<file path="src/rtl/ttt_game_ctrl.sv">
// Tic-tac-toe game sequencer: owns the board, alternates X/O turns, accepts
// one move per turn over valid/ready, rejects illegal moves and detects win/draw.
module ttt_game_ctrl #(
  parameter bit FIRST_PLAYER = 1'b1,
  parameter int TIMEOUT      = 0,
  parameter int CNT_W        = 16
) (
  input  logic        clk,
  input  logic        rst,
  input  logic        start,
  input  logic        move_valid,
  input  logic [3:0]  move_pos,
  output logic        move_ready,
  output logic        move_reject,
  output logic        timeout,
  output logic        turn,
  output logic [17:0] board,
  output logic [3:0]  move_count,
  output logic        game_over,
  output logic [1:0]  winner,
  output logic        draw
);

  typedef enum logic [1:0] {
    IDLE,
    WAIT_MOVE,
    CHECK,
    DONE
  } state_t;

  localparam logic [1:0] CODE_EMPTY = 2'b00;
  localparam logic [1:0] CODE_O     = 2'b01;
  localparam logic [1:0] CODE_X     = 2'b10;

  localparam bit             TMO_EN   = (TIMEOUT != 0);
  localparam logic [CNT_W-1:0] CNT_LAST = TMO_EN ? CNT_W'(TIMEOUT - 1) : '0;

  state_t           state;
  logic [CNT_W-1:0] turn_cnt;

  logic [1:0] mover_code;
  logic [1:0] target_cell;
  logic       pos_ok;
  logic       accept;
  logic       mover_wins;

  // Three in a row on any of the 8 lines for the given player code.
  function automatic logic has_line(input logic [17:0] b, input logic [1:0] code);
    logic [8:0] own;
    for (int i = 0; i < 9; i++) begin
      own[i] = (b[2*i +: 2] == code);
    end
    return (own[0] & own[1] & own[2]) |
           (own[3] & own[4] & own[5]) |
           (own[6] & own[7] & own[8]) |
           (own[0] & own[3] & own[6]) |
           (own[1] & own[4] & own[7]) |
           (own[2] & own[5] & own[8]) |
           (own[0] & own[4] & own[8]) |
           (own[2] & own[4] & own[6]);
  endfunction

  assign mover_code = turn ? CODE_X : CODE_O;
  assign pos_ok     = (move_pos <= 4'd8);

  always_comb begin
    target_cell = CODE_EMPTY;
    for (int i = 0; i < 9; i++) begin
      if (move_pos == 4'(i)) begin
        target_cell = board[2*i +: 2];
      end
    end
  end

  assign accept     = move_valid && pos_ok && (target_cell == CODE_EMPTY);
  assign mover_wins = has_line(board, mover_code);

  assign move_ready = (state == WAIT_MOVE);
  assign game_over  = (state == DONE);

  // An accepted move always takes priority over an expiring turn timer.
  always_ff @(posedge clk or posedge rst) begin
    if (rst) begin
      state       <= IDLE;
      board       <= '0;
      move_count  <= '0;
      turn        <= FIRST_PLAYER;
      winner      <= CODE_EMPTY;
      draw        <= 1'b0;
      move_reject <= 1'b0;
      timeout     <= 1'b0;
      turn_cnt    <= '0;
    end else begin
      move_reject <= 1'b0;
      timeout     <= 1'b0;
      case (state)
        IDLE, DONE: begin
          if (start) begin
            board      <= '0;
            move_count <= '0;
            winner     <= CODE_EMPTY;
            draw       <= 1'b0;
            turn       <= FIRST_PLAYER;
            turn_cnt   <= '0;
            state      <= WAIT_MOVE;
          end
        end
        WAIT_MOVE: begin
          if (accept) begin
            for (int i = 0; i < 9; i++) begin
              if (move_pos == 4'(i)) begin
                board[2*i +: 2] <= mover_code;
              end
            end
            move_count <= move_count + 4'd1;
            turn_cnt   <= '0;
            state      <= CHECK;
          end else if (move_valid) begin
            move_reject <= 1'b1;
          end else if (TMO_EN) begin
            if (turn_cnt == CNT_LAST) begin
              timeout  <= 1'b1;
              turn     <= ~turn;
              turn_cnt <= '0;
            end else begin
              turn_cnt <= turn_cnt + CNT_W'(1);
            end
          end
        end
        CHECK: begin
          if (mover_wins) begin
            winner <= mover_code;
            state  <= DONE;
          end else if (move_count == 4'd9) begin
            draw  <= 1'b1;
            state <= DONE;
          end else begin
            turn  <= ~turn;
            state <= WAIT_MOVE;
          end
        end
        default: state <= IDLE;
      endcase
    end
  end

endmodule

</file>
<file path="config.mk">
export PLATFORM = sky130hd
export DESIGN_NAME = ttt_game_ctrl
export DESIGN_NICKNAME = d
export VERILOG_FILES = /design/src/rtl/ttt_game_ctrl.sv
export SDC_FILE = /design/constraint.sdc
export NUM_CORES = 1
export LEC_CHECK = 0
export CAP_MARGIN = 5
export CELL_PAD_IN_SITES_DETAIL_PLACEMENT = 1
export CELL_PAD_IN_SITES_GLOBAL_PLACEMENT = 1
export CORE_UTILIZATION = 41
export CTS_BUF_LIST = sky130_fd_sc_hd__clkbuf_8
export DETAILED_ROUTE_END_ITERATION = 8
export PLACE_DENSITY = 0.84
export REMOVE_ABC_BUFFERS = 1
export SYNTH_ARGS = -nofsm -noshare
export SYNTH_HDL_FRONTEND = slang
export SYNTH_SLANG_ARGS = --single-unit
export TNS_END_PERCENT = 30
</file>
<file path="constraint.sdc">
create_clock -name clk -period 2.8 [get_ports clk]
set_input_delay 0.56 -clock clk [delete_from_list [all_inputs] [get_ports clk]]
set_output_delay 0.56 -clock clk [all_outputs]
set_load 0.01 [all_outputs]
</file>
* After elaboration in Yosys (flattened, before gate mapping)
Index checks and enable logic that the tools add are counted.
** Cells by class
- Order comparisons :: 1
- Equal/unequal tests :: 36
- Bitwise operators :: 24
- Muxes and demuxes :: 44
- $add $sub $neg :: 1
- Reduce and logical (&&, ||, !) cells :: 22
** Operator list (count)
- $mux 2 :: 25
- $reduce_and 4->1 :: 11
- $mux 18 :: 2
- $pmux 18 s2 :: 1
- $ne 2x1->1 const B :: 10
- $eq 2x2->1 :: 9
- $and 1x1->1 :: 16
- $eq 4x3->1 const B :: 4
- $ne 2x2->1 const B :: 5
- $mux 1 :: 9
- $eq 4x2->1 const B :: 2
- $eq 4x4->1 const B :: 2
- $mux 4 :: 2
- $pmux 4 s2 :: 1
- $or 1x1->1 :: 7
- $pmux 2 s3 :: 1
- $reduce_and 3->1 :: 2
- $add 4x1->4 const B :: 1
- $eq 2x2->1 const B :: 2
- $eq 4x1->1 const B :: 1
- $le 4x4->1 const B :: 1
- $logic_not 2->1 :: 2
- $logic_not 4->1 :: 1
- $pmux 1 s2 :: 2
- 7 further kinds :: 9
** Word-level totals
- Word-level logic and storage cells :: 143
- Bits in registers :: 29
- Input bits :: 8
- Output and inout bits :: 30

* Depth between registers and ports, before layout
- Depth after elaboration :: 14
- Depth in mapped cells :: 10
- Gate-level depth less buffers :: 8

* Least setup slack after synthesis
OpenSTA, ideal clock, no wires.
- Kind :: reg-to-reg
- Start :: reg state[1]
- End :: reg move_count[3]
- Buffers on the path :: 1
- Cell stages (with the launch flop) :: 10
- Setup time :: 0.126 ns
- Period minus slack after synthesis :: 2.230 ns
- Arrival time :: 2.104 ns
- Data required time :: 2.674 ns
- Slack :: 0.570 ns
- Cells stage by stage :: dfrtp_1 -> inv_1 -> ha_1 -> buf_2 -> inv_1 -> a221oi_2 -> o41ai_2 -> nor2_1 -> nor2_2 -> a221o_1
** On the way
- Elaborated cells between the ends (all ways) :: 9
- Those cells by class :: eq/ne (4); mux (1); reduce/logical (4)
** RTL lines
- start, declared :: line 38 : state_t state;
- start signal, assigned :: line 84 : state <= IDLE;
- start signal, assigned :: line 105 : state <= WAIT_MOVE;
- start signal, assigned :: line 117 : state <= CHECK;
- $eq 2x1->1 (*)
- via move_ready :: line 13 : output logic move_ready,
- $ne 2x1->1 (no source line) or $reduce_bool 2->1 (tied branches)
- $reduce_and 3->1 (no source line)
- end signal, assigned :: line 115 : move_count <= move_count + 4'd1;
- end, declared :: line 18 : output logic [3:0] move_count,
The timed path passes the listed nets; every way through them passes the cells marked *.
A chain may end at the register's enable or synchronous reset.

* Final worst setup path
- Start :: in move_pos[0]
- End :: reg board[14]
** On the way
- Cells in the longest elaborated chain, start to end :: 14
- Elaborated cells between the ends (all ways) :: 25
- Those cells by class :: order compare (1); eq/ne (10); mux (9); reduce/logical (5)
** RTL lines
- start, declared :: line 12 : input logic [3:0] move_pos,
- $logic_not 4->1 :: line 69 : if (move_pos == 4'(i)) begin
- $mux 2 (9 in a row) :: line 69
- $logic_not 2->1 :: line 75 : assign accept = move_valid && pos_ok && (target_cell == CODE_EMPTY);
- $logic_and 1x1->1 :: line 75
- $ne 2x1->1 (no source line)
- $reduce_and 4->1 (no source line) (*)
- end signal, assigned by index :: line 112 : board[2*i +: 2] <= mover_code;
- end, declared :: line 17 : output logic [17:0] board,
Every way passes the cells marked *; elsewhere a longest branch is shown, timed or not.

==> flow_summary.json <==
{
  "hold_slack_ps": 555.5,
  "met2_usage_pct": 46.42,
  "startpoint": "move_pos[0]",
  "clock_path_buffers": 2,
  "synth_edf_count": 0,
  "utilization_pct": 56.29,
  "dr.pass1.iters": 4,
  "final.min_clock_period_ps": 2762,
  "swShare_pct": 44.91,
  "finalNetCount": 282,
  "timing.slew.headroom_pct": 61.32,
  "peakVddDrop_uv": 606.0,
  "grt_max_degree": 30,
  "cp.arrival_ps": 2910,
  "clock.fmax_ghz": 0.3621,
  "synth.top_cell.area_share_pct": 34.08,
  "final-hold-violation-count": 0,
  "grt_util_met1_pct": 31.56,
  "synth_warnings": 0,
  "final_common_cell": "clkdlybuf4s50_1",
  "cts_tree": "built",
  "required_ps": 2950,
  "core-area_um2": 4786,
  "cts_hold_buf": 0,
  "power_leakage_uw": 0.001073,
  "rsz0062_at_grt": "true",
  "drtAntennaViolNets": 0,
  "switching_power_uw": 1132,
  "holdCritPathClass": "flop to flop",
  "synthCells": 215,
  "dr.first_iter.drc_count": 114,
  "wl_per_cell_um": 18.76,
  "min-delay-start": "winner[0]",
  "ys_seq_area_share_pct": 35.36,
  "p_int_uw": 1389,
  "p_comb_share_pct": 56.2,
  "yosys-top-cells-area": "dfrtp_1 34%, o2bb2ai_1 6.8%, ha_1 3.7%, nand2_1 3.1%, nand2b_1 3.0%",
  "power_uw": 2521,
  "io_buffers": 36,
  "slowest_delay_ps": 580,
  "outcome": "finished clean",
  "synth.avg_cell_area_um2": 9.561,
  "synth-seq-cells": 29,
  "use_met3_pct": 4.282,
  "ys.flop_type": "dfrtp_1",
  "die_y_um": 72.81,
  "fin_ws_ps": 38.36,
  "power_frac_clock_pct": 15.4,
  "tightest_slew_ps": 578.5,
  "vias": 1996,
  "die_w_um": 72.81,
  "skew_ps": 5.947,
  "place_inst": 328,
  "antenna_found_initial": 0,
  "startpoint_type": "input port",
  "power_density_nw_per_um2": 935.8,
  "synth_cell_types": 59,
  "end_kind": "flop",
  "ys_async_sr_fraction_pct": 100.0,
  "dp_worst_setup_slack_ps": -149.9,
  "io_pins": 38,
  "criticalPathCategory": "input port to flop",
  "insertion_delay_ps": 280,
  "setup_viol": 0,
  "maxCapViolCount": 0,
  "cp_slowest_cell": "clkdlybuf4s50_1",
  "r2r-start": "board[16]",
  "antennaDiodeCount": 0,
  "rows": 25,
  "clkSinkCount": 29,
  "clk_pin_slew_ps": 70,
  "slew_violations": 0,
  "htreeDepth": 2,
  "track_usage_pct": 25.88,
  "stdcell_count": 336,
  "dp.final_hpwl_mm": 4.498,
  "numCtsBuffers": 5,
  "fin_crit_sh_pct": 98.63,
  "drive_gt1_share_pct": 16.73,
  "worstPathCellList": "clkdlybuf4s50_1, nor3_2, a32oi_1, o41ai_2, nor2_1, buf_4, o31ai_1, o41ai_1",
  "critPathMaxFanout": 9,
  "place.gp.congestion": 0.8582,
  "grt_pass1_wl_mm": 10.29,
  "syn_area_um2": 2056,
  "area_delta_synth_final_pct": 31.04,
  "final_cell_mix": "36 x clkdlybuf4s50_1, 28 x dfrtp_1, 21 x buf_4",
  "drt-total-wl_mm": 6.305,
  "synth_largest_area_cell": "dfrtp_1",
  "grt_pass1_vias": 2093,
  "overflow": 0,
  "n_fill_cell": 551,
  "start_util_pct": 42.95,
  "root_buffer": "clkbuf_8",
  "die_area_um2": 5301,
  "drc": 0,
  "seqPwrFrac_pct": 28.4,
  "vias_per_cell": 5.940,
  "grt_busiest_layer": "met2"
}
## per-layer routing
metal | routed length (um) | vias up
met5 | 0 | -
met4 | 108 | 0
met3 | 170 | 9
met2 | 3241 | 44
met1 | 2785 | 1013
li1 | - | 930
## cell usage after synthesis, types with 2 or more instances
| library cell | number |
|---|---|
| dfrtp_1 | 28 |
| nand2_1 | 17 |
| o2bb2ai_1 | 16 |
| inv_1 | 10 |
| nand2b_1 | 10 |
| nor2_1 | 10 |
| a21o_1 | 8 |
| a21oi_1 | 8 |
| o22ai_1 | 8 |
| ha_1 | 6 |
| o21ai_0 | 6 |
| nor3_1 | 5 |
| nor3b_1 | 5 |
| a31oi_1 | 4 |
| buf_6 | 4 |
| clkbuf_1 | 4 |
| nand3b_1 | 4 |
| nor2b_1 | 4 |
| a2111o_1 | 3 |
| mux2i_1 | 3 |
| nor4b_1 | 3 |
| o41ai_1 | 3 |
| a211o_1 | 2 |
| a211oi_1 | 2 |
| and2_1 | 2 |
| and3_1 | 2 |
| buf_2 | 2 |
| nand3_1 | 2 |
| nand4_4 | 2 |
| o31ai_1 | 2 |
| or3b_1 | 2 |
## worst paths after layout
check | end | slack (ps) | cells past startpoint
setup / recovery | board[14] | 40 | 8
hold / removal | winner[0] | 560 | 2
setup reg to reg | board[14] | 430 | 7
hold reg to reg | winner[0] | 560 | 2
max in group asynchronous | turn | 1820 | 3
min in group asynchronous | board[9] | 670 | 3
## flip-flops by register name, summed over array words and instances, names as in the netlist
| register | count |
|---|---|
| move_reject | 1 |
| turn | 1 |
| winner | 2 |
| draw | 1 |
| move_count | 4 |
| board | 18 |
| state | 2 |
## timing repair
action                                  in CTS  in global routing
buffers inserted                             0                  0
endpoints found under the setup margin       0                 12
gates resized for setup                      0                  3
## area by class of cell
cell class                      instances  area (um^2)  area share [%]
Clock buffer                            7        96.34           3.576
Sequential cell                        29        726.9           26.99
Inverter                               10        37.54           1.393
Tap cell                               67        83.83           3.112
Clock inverter                          1        5.005          0.1858
Timing Repair Buffer                   57        518.0           19.23
Multi-Input combinational cell        165         1226           45.52
## kinds of logic after synthesis
kind of cell,count (synthesis),share of synthesized area (%)
adders and majority gates,6,3.652
DFF,29,35.36
muxes,3,1.461
buffers and inverters,21,5.599
other,1,0.1824
AOI/OAI and AO/OA,76,29.40
and+or+nand+nor,79,24.35
## power groups by stage
stage                     clock network [uW]  registers (uW)  logic, uW
after global routing                     413             735       1530
final                                    389             715       1420
after global placement                     0             716       1350
after detailed placement                   0             717       1400
after floorplan                            0             718        781
after CTS                                394             713       1410
## stage by stage
stage / area, um^2 / TNS [ps]
finish: 2694 / 0
global route: 2694 / -163.5
CTS: 2681 / 0
detailed placement: 2580 / -2652
global placement: 2580 / -2168
floorplan: 1978 / 0
## worst max-delay path, delay by kind of cell
kind                   cells  cell delay, ps
AOI/OAI and AO/OA          4            1070
buffers and inverters      2             780
and+or+nand+nor            2             510
No activity file was read; power rests on OpenSTA's default activity.
